### src/rtl/lzc_share_arb_if.sv
// Request/response bundle for the shared leading-zero/one count unit.
// The master side is the client pool plus the downstream consumer.
// The slave side is the shared count unit.
interface lzc_share_arb_if #(
  parameter int N_REQ = 4,
  parameter int WI_SZ = 32,
  parameter int WO_SZ = $clog2(WI_SZ) + 1,
  parameter int ID_W  = $clog2(N_REQ)
);
  logic [N_REQ-1:0]       req_valid;
  logic [N_REQ-1:0]       req_ready;
  logic [N_REQ*WI_SZ-1:0] req_data;
  logic [N_REQ-1:0]       req_clo;
  logic                   rsp_valid;
  logic                   rsp_ready;
  logic [ID_W-1:0]        rsp_id;
  logic [WO_SZ-1:0]       rsp_cnt;
  logic                   rsp_clo;
  logic                   rsp_all;
  logic                   busy;

  modport master (
    output req_valid, req_data, req_clo, rsp_ready,
    input  req_ready, rsp_valid, rsp_id, rsp_cnt, rsp_clo, rsp_all, busy
  );

  modport slave (
    input  req_valid, req_data, req_clo, rsp_ready,
    output req_ready, rsp_valid, rsp_id, rsp_cnt, rsp_clo, rsp_all, busy
  );
endinterface

### src/rtl/lzc_share_arb.sv
// Shared leading-zero/one count unit: round-robin arbitration over N_REQ
// requesters feeding one leading_zero_cnt through a two-stage valid/ready
// pipeline. Results come back tagged with the requester index.

// Combinational leading-zero count from the MSB; an all-zero input gives WI_SZ.
module leading_zero_cnt #(
  parameter int WI_SZ = 32,
  parameter int WO_SZ = $clog2(WI_SZ) + 1
) (
  input  logic [WI_SZ-1:0] data,
  output logic [WO_SZ-1:0] cnt
);
  // Scan LSB to MSB so the highest set bit writes last and wins.
  always_comb begin
    // NOTE: default assigned first so every path drives cnt and no latch is inferred.
    cnt = WO_SZ'(WI_SZ);
    for (int i = 0; i < WI_SZ; i++) begin
      if (data[i]) cnt = WO_SZ'(WI_SZ - 1 - i);
    end
  end
endmodule

module lzc_share_arb #(
  parameter int N_REQ = 4,
  parameter int WI_SZ = 32,
  parameter int WO_SZ = $clog2(WI_SZ) + 1,
  parameter int ID_W  = $clog2(N_REQ)
) (
  input logic          clk,
  input logic          rst,
  lzc_share_arb_if.slave bus
);

  // Arbitration state and decision.
  logic [ID_W-1:0]  ptr;
  logic [ID_W-1:0]  win;
  logic             found;
  logic             accept;

  // Stage 1: pre-conditioned operand so one zero counter serves both modes.
  logic             v1;
  logic [WI_SZ-1:0] op1;
  logic [ID_W-1:0]  id1;
  logic             clo1;

  // Stage 2: response registers.
  logic             rsp_valid;
  logic [ID_W-1:0]  rsp_id;
  logic [WO_SZ-1:0] rsp_cnt;
  logic             rsp_clo;
  logic             rsp_all;

  logic [WO_SZ-1:0] cnt;
  logic             adv1;
  logic             adv2;

  // Requester index reached k steps after base, wrapping at N_REQ.
  function automatic logic [ID_W-1:0] wrap_idx(input logic [ID_W-1:0] base, input int k);
    int sum;
    sum = int'(base) + k;
    if (sum >= N_REQ) sum = sum - N_REQ;
    return ID_W'(sum);
  endfunction

  // One global stall: S2 moves when it is empty or drained, S1 when it is empty or S2 moves.
  assign adv2 = !rsp_valid || bus.rsp_ready;
  assign adv1 = !v1 || adv2;

  // Round-robin search starting at ptr; the first valid requester wins.
  always_comb begin
    found = 1'b0;
    win   = '0;
    for (int k = 0; k < N_REQ; k++) begin
      if (!found && bus.req_valid[wrap_idx(ptr, k)]) begin
        found = 1'b1;
        win   = wrap_idx(ptr, k);
      end
    end
  end

  assign accept        = found && adv1 && !rst;
  assign bus.req_ready = accept ? (N_REQ'(1) << win) : '0;

  leading_zero_cnt #(.WI_SZ(WI_SZ), .WO_SZ(WO_SZ)) u_lzc (
    .data (op1),
    .cnt  (cnt)
  );

  // Pointer advances past the accepted requester; S1 valid follows the handshake.
  always_ff @(posedge clk) begin
    if (rst) begin
      ptr <= '0;
      v1  <= 1'b0;
    end else begin
      if (accept) ptr <= (win == ID_W'(N_REQ - 1)) ? '0 : win + 1'b1;
      if (adv1)   v1  <= accept;
    end
  end

  // S1 payload captured on accept only; its contents are qualified by v1.
  always_ff @(posedge clk) begin
    // NOTE: datapath registers carry no reset; the valid bit alone decides whether they matter.
    if (accept) begin
      op1  <= bus.req_data[int'(win)*WI_SZ +: WI_SZ] ^ {WI_SZ{bus.req_clo[win]}};
      id1  <= win;
      clo1 <= bus.req_clo[win];
    end
  end

  // S2 response registers; payload only changes when a real entry arrives.
  always_ff @(posedge clk) begin
    if (rst) begin
      rsp_valid <= 1'b0;
      rsp_id    <= '0;
      rsp_cnt   <= '0;
      rsp_clo   <= 1'b0;
      rsp_all   <= 1'b0;
    end else if (adv2) begin
      rsp_valid <= v1;
      if (v1) begin
        rsp_id  <= id1;
        rsp_cnt <= cnt;
        rsp_clo <= clo1;
        rsp_all <= (cnt == WO_SZ'(WI_SZ));
      end
    end
  end

  assign bus.rsp_valid = rsp_valid;
  assign bus.rsp_id    = rsp_id;
  assign bus.rsp_cnt   = rsp_cnt;
  assign bus.rsp_clo   = rsp_clo;
  assign bus.rsp_all   = rsp_all;
  assign bus.busy      = v1 || rsp_valid;

endmodule

### src/flat_wrapper.sv
// flat-port wrapper written by rule: the top's interface ports become plain ports
module lzc_share_arb_flat 
#(
  parameter int N_REQ = 4,
  parameter int WI_SZ = 32,
  parameter int WO_SZ = $clog2(WI_SZ) + 1,
  parameter int ID_W  = $clog2(N_REQ)
)
  (clk, rst, bus_req_valid, bus_req_data, bus_req_clo, bus_rsp_ready, bus_req_ready, bus_rsp_valid, bus_rsp_id, bus_rsp_cnt, bus_rsp_clo, bus_rsp_all, bus_busy);
  lzc_share_arb_if #(.N_REQ(N_REQ), .WI_SZ(WI_SZ), .WO_SZ(WO_SZ), .ID_W(ID_W)) bus_i ();
  input logic clk;
  input logic rst;
  input wire logic [$bits(bus_i.req_valid)-1:0] bus_req_valid;
  input wire logic [$bits(bus_i.req_data)-1:0] bus_req_data;
  input wire logic [$bits(bus_i.req_clo)-1:0] bus_req_clo;
  input wire logic [$bits(bus_i.rsp_ready)-1:0] bus_rsp_ready;
  output wire logic [$bits(bus_i.req_ready)-1:0] bus_req_ready;
  output wire logic [$bits(bus_i.rsp_valid)-1:0] bus_rsp_valid;
  output wire logic [$bits(bus_i.rsp_id)-1:0] bus_rsp_id;
  output wire logic [$bits(bus_i.rsp_cnt)-1:0] bus_rsp_cnt;
  output wire logic [$bits(bus_i.rsp_clo)-1:0] bus_rsp_clo;
  output wire logic [$bits(bus_i.rsp_all)-1:0] bus_rsp_all;
  output wire logic [$bits(bus_i.busy)-1:0] bus_busy;
  assign bus_i.req_valid = bus_req_valid;
  assign bus_i.req_data = bus_req_data;
  assign bus_i.req_clo = bus_req_clo;
  assign bus_i.rsp_ready = bus_rsp_ready;
  assign bus_req_ready = bus_i.req_ready;
  assign bus_rsp_valid = bus_i.rsp_valid;
  assign bus_rsp_id = bus_i.rsp_id;
  assign bus_rsp_cnt = bus_i.rsp_cnt;
  assign bus_rsp_clo = bus_i.rsp_clo;
  assign bus_rsp_all = bus_i.rsp_all;
  assign bus_busy = bus_i.busy;
  lzc_share_arb #(.N_REQ(N_REQ), .WI_SZ(WI_SZ), .WO_SZ(WO_SZ), .ID_W(ID_W)) u_core (.clk(clk), .rst(rst), .bus(bus_i));
endmodule
### config.mk
export PLATFORM = sky130hd
export DESIGN_NAME = lzc_share_arb_flat
export DESIGN_NICKNAME = d
export VERILOG_FILES = /design/src/rtl/lzc_share_arb_if.sv /design/src/rtl/lzc_share_arb.sv /design/src/flat_wrapper.sv
export SDC_FILE = /design/constraint.sdc
export NUM_CORES = 1
export LEC_CHECK = 0
export CAP_MARGIN = 10
export CORE_MARGIN = 8
export CORE_UTILIZATION = 35
export CTS_CLUSTER_DIAMETER = 30
export DETAILED_ROUTE_END_ITERATION = 8
export GPL_ROUTABILITY_DRIVEN = 1
export GPL_TIMING_DRIVEN = 0
export HOLD_SLACK_MARGIN = 0.15
export PLACE_DENSITY = 0.69
export SLEW_MARGIN = 10
export SYNTH_ARGS = -nofsm -noshare
export SYNTH_HDL_FRONTEND = slang
export SYNTH_SLANG_ARGS = --single-unit
### constraint.sdc
create_clock -name clk -period 7.25 [get_ports clk]
set_input_delay 1.8125 -clock clk [delete_from_list [all_inputs] [get_ports clk]]
set_output_delay 1.8125 -clock clk [all_outputs]
set_load 0.03 [all_outputs]
==> out/results.ini <==
[run_status]
status=finished, final reports clean

[critical_path]
timing.critical_path.required_ns=5.44
critPathArrivalTime_ns=4.46
setup.worst_path.end_class=primary output
worst_setup_path_start_kind=primary input
timing.critical_path.fanout_max=12
timing.critical_path.slowest_stage_cell=sky130_fd_sc_hd__clkdlybuf4s50_1
worstPathCellList=clkdlybuf4s50_1 -> a21oi_1 -> o21ai_1 -> o2bb2a_1 -> buf_4 -> buf_4 -> buf_6 -> inv_1 -> ha_1 -> and2_1 -> clkdlybuf4s50_1
timing_worst_setup_path_type=primary input to primary output
worst_path_largest_cell_delay_ns=0.68

[yosys]
synth_sequential_area_ratio_pct=38.0
synth_flop_cell=sky130_fd_sc_hd__edfxtp_1
synth.top_cell.area_share_pct=30.0
synth_cell_types=41
synth.cell_area_um2=3500
async_reset_ff_share_pct=0
synth_fp_nets=468
syn_inst=325
synth.area.top_cells=sky130_fd_sc_hd__edfxtp_1 30%, sky130_fd_sc_hd__mux2i_1 29%, sky130_fd_sc_hd__dfxtp_1 8.0%
synth_area_per_inst_um2=10.8
edff_count_synth=35
synthDominantAreaCellType=sky130_fd_sc_hd__edfxtp_1
yosys_warnings=0
yosys_register_bits=49

[die]
core_area_um2=9730
die_height_um=116
design.die.area_um2=13500
ios=155
initial_utilization_pct=36.0
die-width_um=116
core.rowCount=36

[timing]
tightestPinTransition_ns=0.652
report.final.setup_viol=0
finClkSkew_ns=0.00602
clock.fmax_mhz=160
maxSlewHeadroom_pct=56.4
finalHoldViolCount=0
unrepaired_setup_endpoints_after_global_routing=no
hold_ws_ns=0.469
final_max_slew_viol_count=0
post-route-min-period_ns=6.27
min_period_over_period_pct=86.5
fin_setup_tns_ns=0

[route]
first_iter_violations=101
via_per_inst=4.73
detail-route-antenna-nets=0
route.detailed.wl_per_inst_um=15.4
detailed_route_drc_error_count=0
drtPass1Iterations=4
via_count=2940
routed_wirelength_um=9570

[cells_and_area]
mostFrequentLayoutCell=sky130_fd_sc_hd__clkdlybuf4s50_1
drive_gt1_share_pct=7.17
post-route-cell-area_um2=5330
areaGrowthSynthToFinish_pct=52.1
filler_cell_count=932
antennaDiodeCount=0
final_cell_mix=153 x sky130_fd_sc_hd__clkdlybuf4s50_1, 102 x sky130_fd_sc_hd__mux2i_1, 35 x sky130_fd_sc_hd__edfxtp_1
design.final.nets=630

[clock_tree]
clk_slew_on_worst_s_h_paths_ns=0.09
cts_buffers=5
post_cts_buffers=0
clockBufferDepth=2
htree_levels=2
clock_latency_ns=0.30
clk_root_buffer_cell=sky130_fd_sc_hd__clkbuf_8
cts_num_sinks=49
post_cts.resized_instances=0
cts_hold_repair.buffers=0
cts_tree=done

[power_and_ir_drop]
p_total_uw=968
p_clk_share_pct=16.2
irDropWorstVdd_mv=0.0951
switching_share_pct=31.1
net-switching-power_uw=301
pwr_density_cell_nw_per_um2=182
power.leakage_nw=2.00
combPwrFrac_pct=41.5
seq_power_share_pct=42.3
power.internal_uw=667

[global_routing]
grt_start_max_net_pins=18
first_global_vias=3233
grt_first_pass_wirelength_um=14900
gr-total-overflow=0
track_usage_pct=14.0
initial_antenna_violation_count=0

[placed_design]
numPortBuffers=153
place_hpwl_um=8150
place.gp.congestion=0.728
dpl-instance-area_um2=5240

[worst_hold_path]
hold_path_class=register to register

[job]
maxCapViolCount=0

==> through the flow <==
step / setup WS [ns] / cells / util, %
3_3_place_gp: -0.294 / 611 / 53.5
5_1_grt: 0.811 / 621 / 54.7
2_1_floorplan: 1.19 / 325 / -
4_1_cts: 0.988 / 621 / 54.7
6_report: 0.981 / 621 / 54.7
3_5_place_dp: 1.00 / 613 / 53.9
==> synthesized netlist by cell type, types with 2 or more instances <==
| cell | count |
|---|---|
| sky130_fd_sc_hd__o31ai_1 | 2 |
| sky130_fd_sc_hd__dfxtp_1 | 14 |
| sky130_fd_sc_hd__nand2_1 | 10 |
| sky130_fd_sc_hd__buf_2 | 5 |
| sky130_fd_sc_hd__edfxtp_1 | 35 |
| sky130_fd_sc_hd__ha_1 | 4 |
| sky130_fd_sc_hd__inv_1 | 10 |
| sky130_fd_sc_hd__nor2_1 | 23 |
| sky130_fd_sc_hd__nand2b_1 | 3 |
| sky130_fd_sc_hd__and2_1 | 4 |
| sky130_fd_sc_hd__nor3_1 | 9 |
| sky130_fd_sc_hd__a21oi_2 | 2 |
| sky130_fd_sc_hd__buf_4 | 4 |
| sky130_fd_sc_hd__o21ai_0 | 10 |
| sky130_fd_sc_hd__xnor2_1 | 32 |
| sky130_fd_sc_hd__or4_1 | 3 |
| sky130_fd_sc_hd__a211oi_1 | 5 |
| sky130_fd_sc_hd__mux2i_1 | 102 |
| sky130_fd_sc_hd__a21oi_1 | 13 |
| sky130_fd_sc_hd__nor2b_1 | 3 |
| sky130_fd_sc_hd__nor4_1 | 5 |
| sky130_fd_sc_hd__buf_6 | 8 |
==> power groups by stage <==
stage               logic (mW)  clock network, mW  registers, mW
finish                   0.402              0.157          0.409
global route             0.440              0.168          0.415
CTS                      0.409              0.160          0.409
detailed placement       0.408                  0          0.414
global placement         0.397                  0          0.414
floorplan                0.263                  0          0.411
==> kinds of logic after synthesis <==
family	Yosys count	share of synthesized area (%)
adders and majority gates	4	1.43
DFF	49	38.0
AOI/OAI and AO/OA	40	7.07
and+or+nand+nor	68	10.1
buffers and inverters	29	5.90
xor gates and xnor gates	32	8.00
muxes	103	29.5
==> worst paths after layout <==
kind / to / depth (start not counted) / startpoint / slack, ns
max reg2reg: u_core.op1[12] / 8 / u_core.ptr[1] / 4.97
min: u_core.bus.rsp_cnt[3] / 2 / u_core.bus.rsp_cnt[3] / 0.47
max: bus_req_ready[1] / 11 / bus_req_valid[0] / 0.98
min reg2reg: u_core.bus.rsp_cnt[3] / 2 / u_core.bus.rsp_cnt[3] / 0.47
==> final cells by class <==
cell class	count	area (um^2)	area share [%]
buffer	19	169	3.17
multi-input combinational	247	1980	37.1
clock buffer	7	76.3	1.43
inverter	10	37.5	0.705
clock inverter	1	7.51	0.141
tap	133	166	3.12
sequential	49	1330	25.0
timing repair buffer	155	1560	29.3
==> registers in the layout (all words and copies together) (netlist names) <==
signal,cells
u_core.bus.rsp_cnt,6
u_core.bus.rsp_valid,1
u_core.bus.rsp_all,1
u_core.clo1,1
u_core.v1,1
u_core.bus.rsp_id,2
u_core.bus.rsp_clo,1
u_core.ptr,2
u_core.id1,2
u_core.op1,32
==> per-layer routing <==
| layer | track usage (%) | routed length [um] |
|---|---|---|
| met5 | 0 | 0 |
| met4 | 3.46 | 63 |
| met3 | 3.80 | 626 |
| met2 | 27.1 | 5200 |
| met1 | 14.4 | 3670 |
==> critical path, delay by kind of cell <==
kind / cells / cell delay, ns
AND/OR/NAND/NOR: 1 / 0.14
buffers and inverters: 6 / 1.84
adder cells (fa/ha/maj): 1 / 0.14
AO/OA/AOI/OAI: 3 / 0.50
No activity file was read; power rests on OpenSTA's default activity.
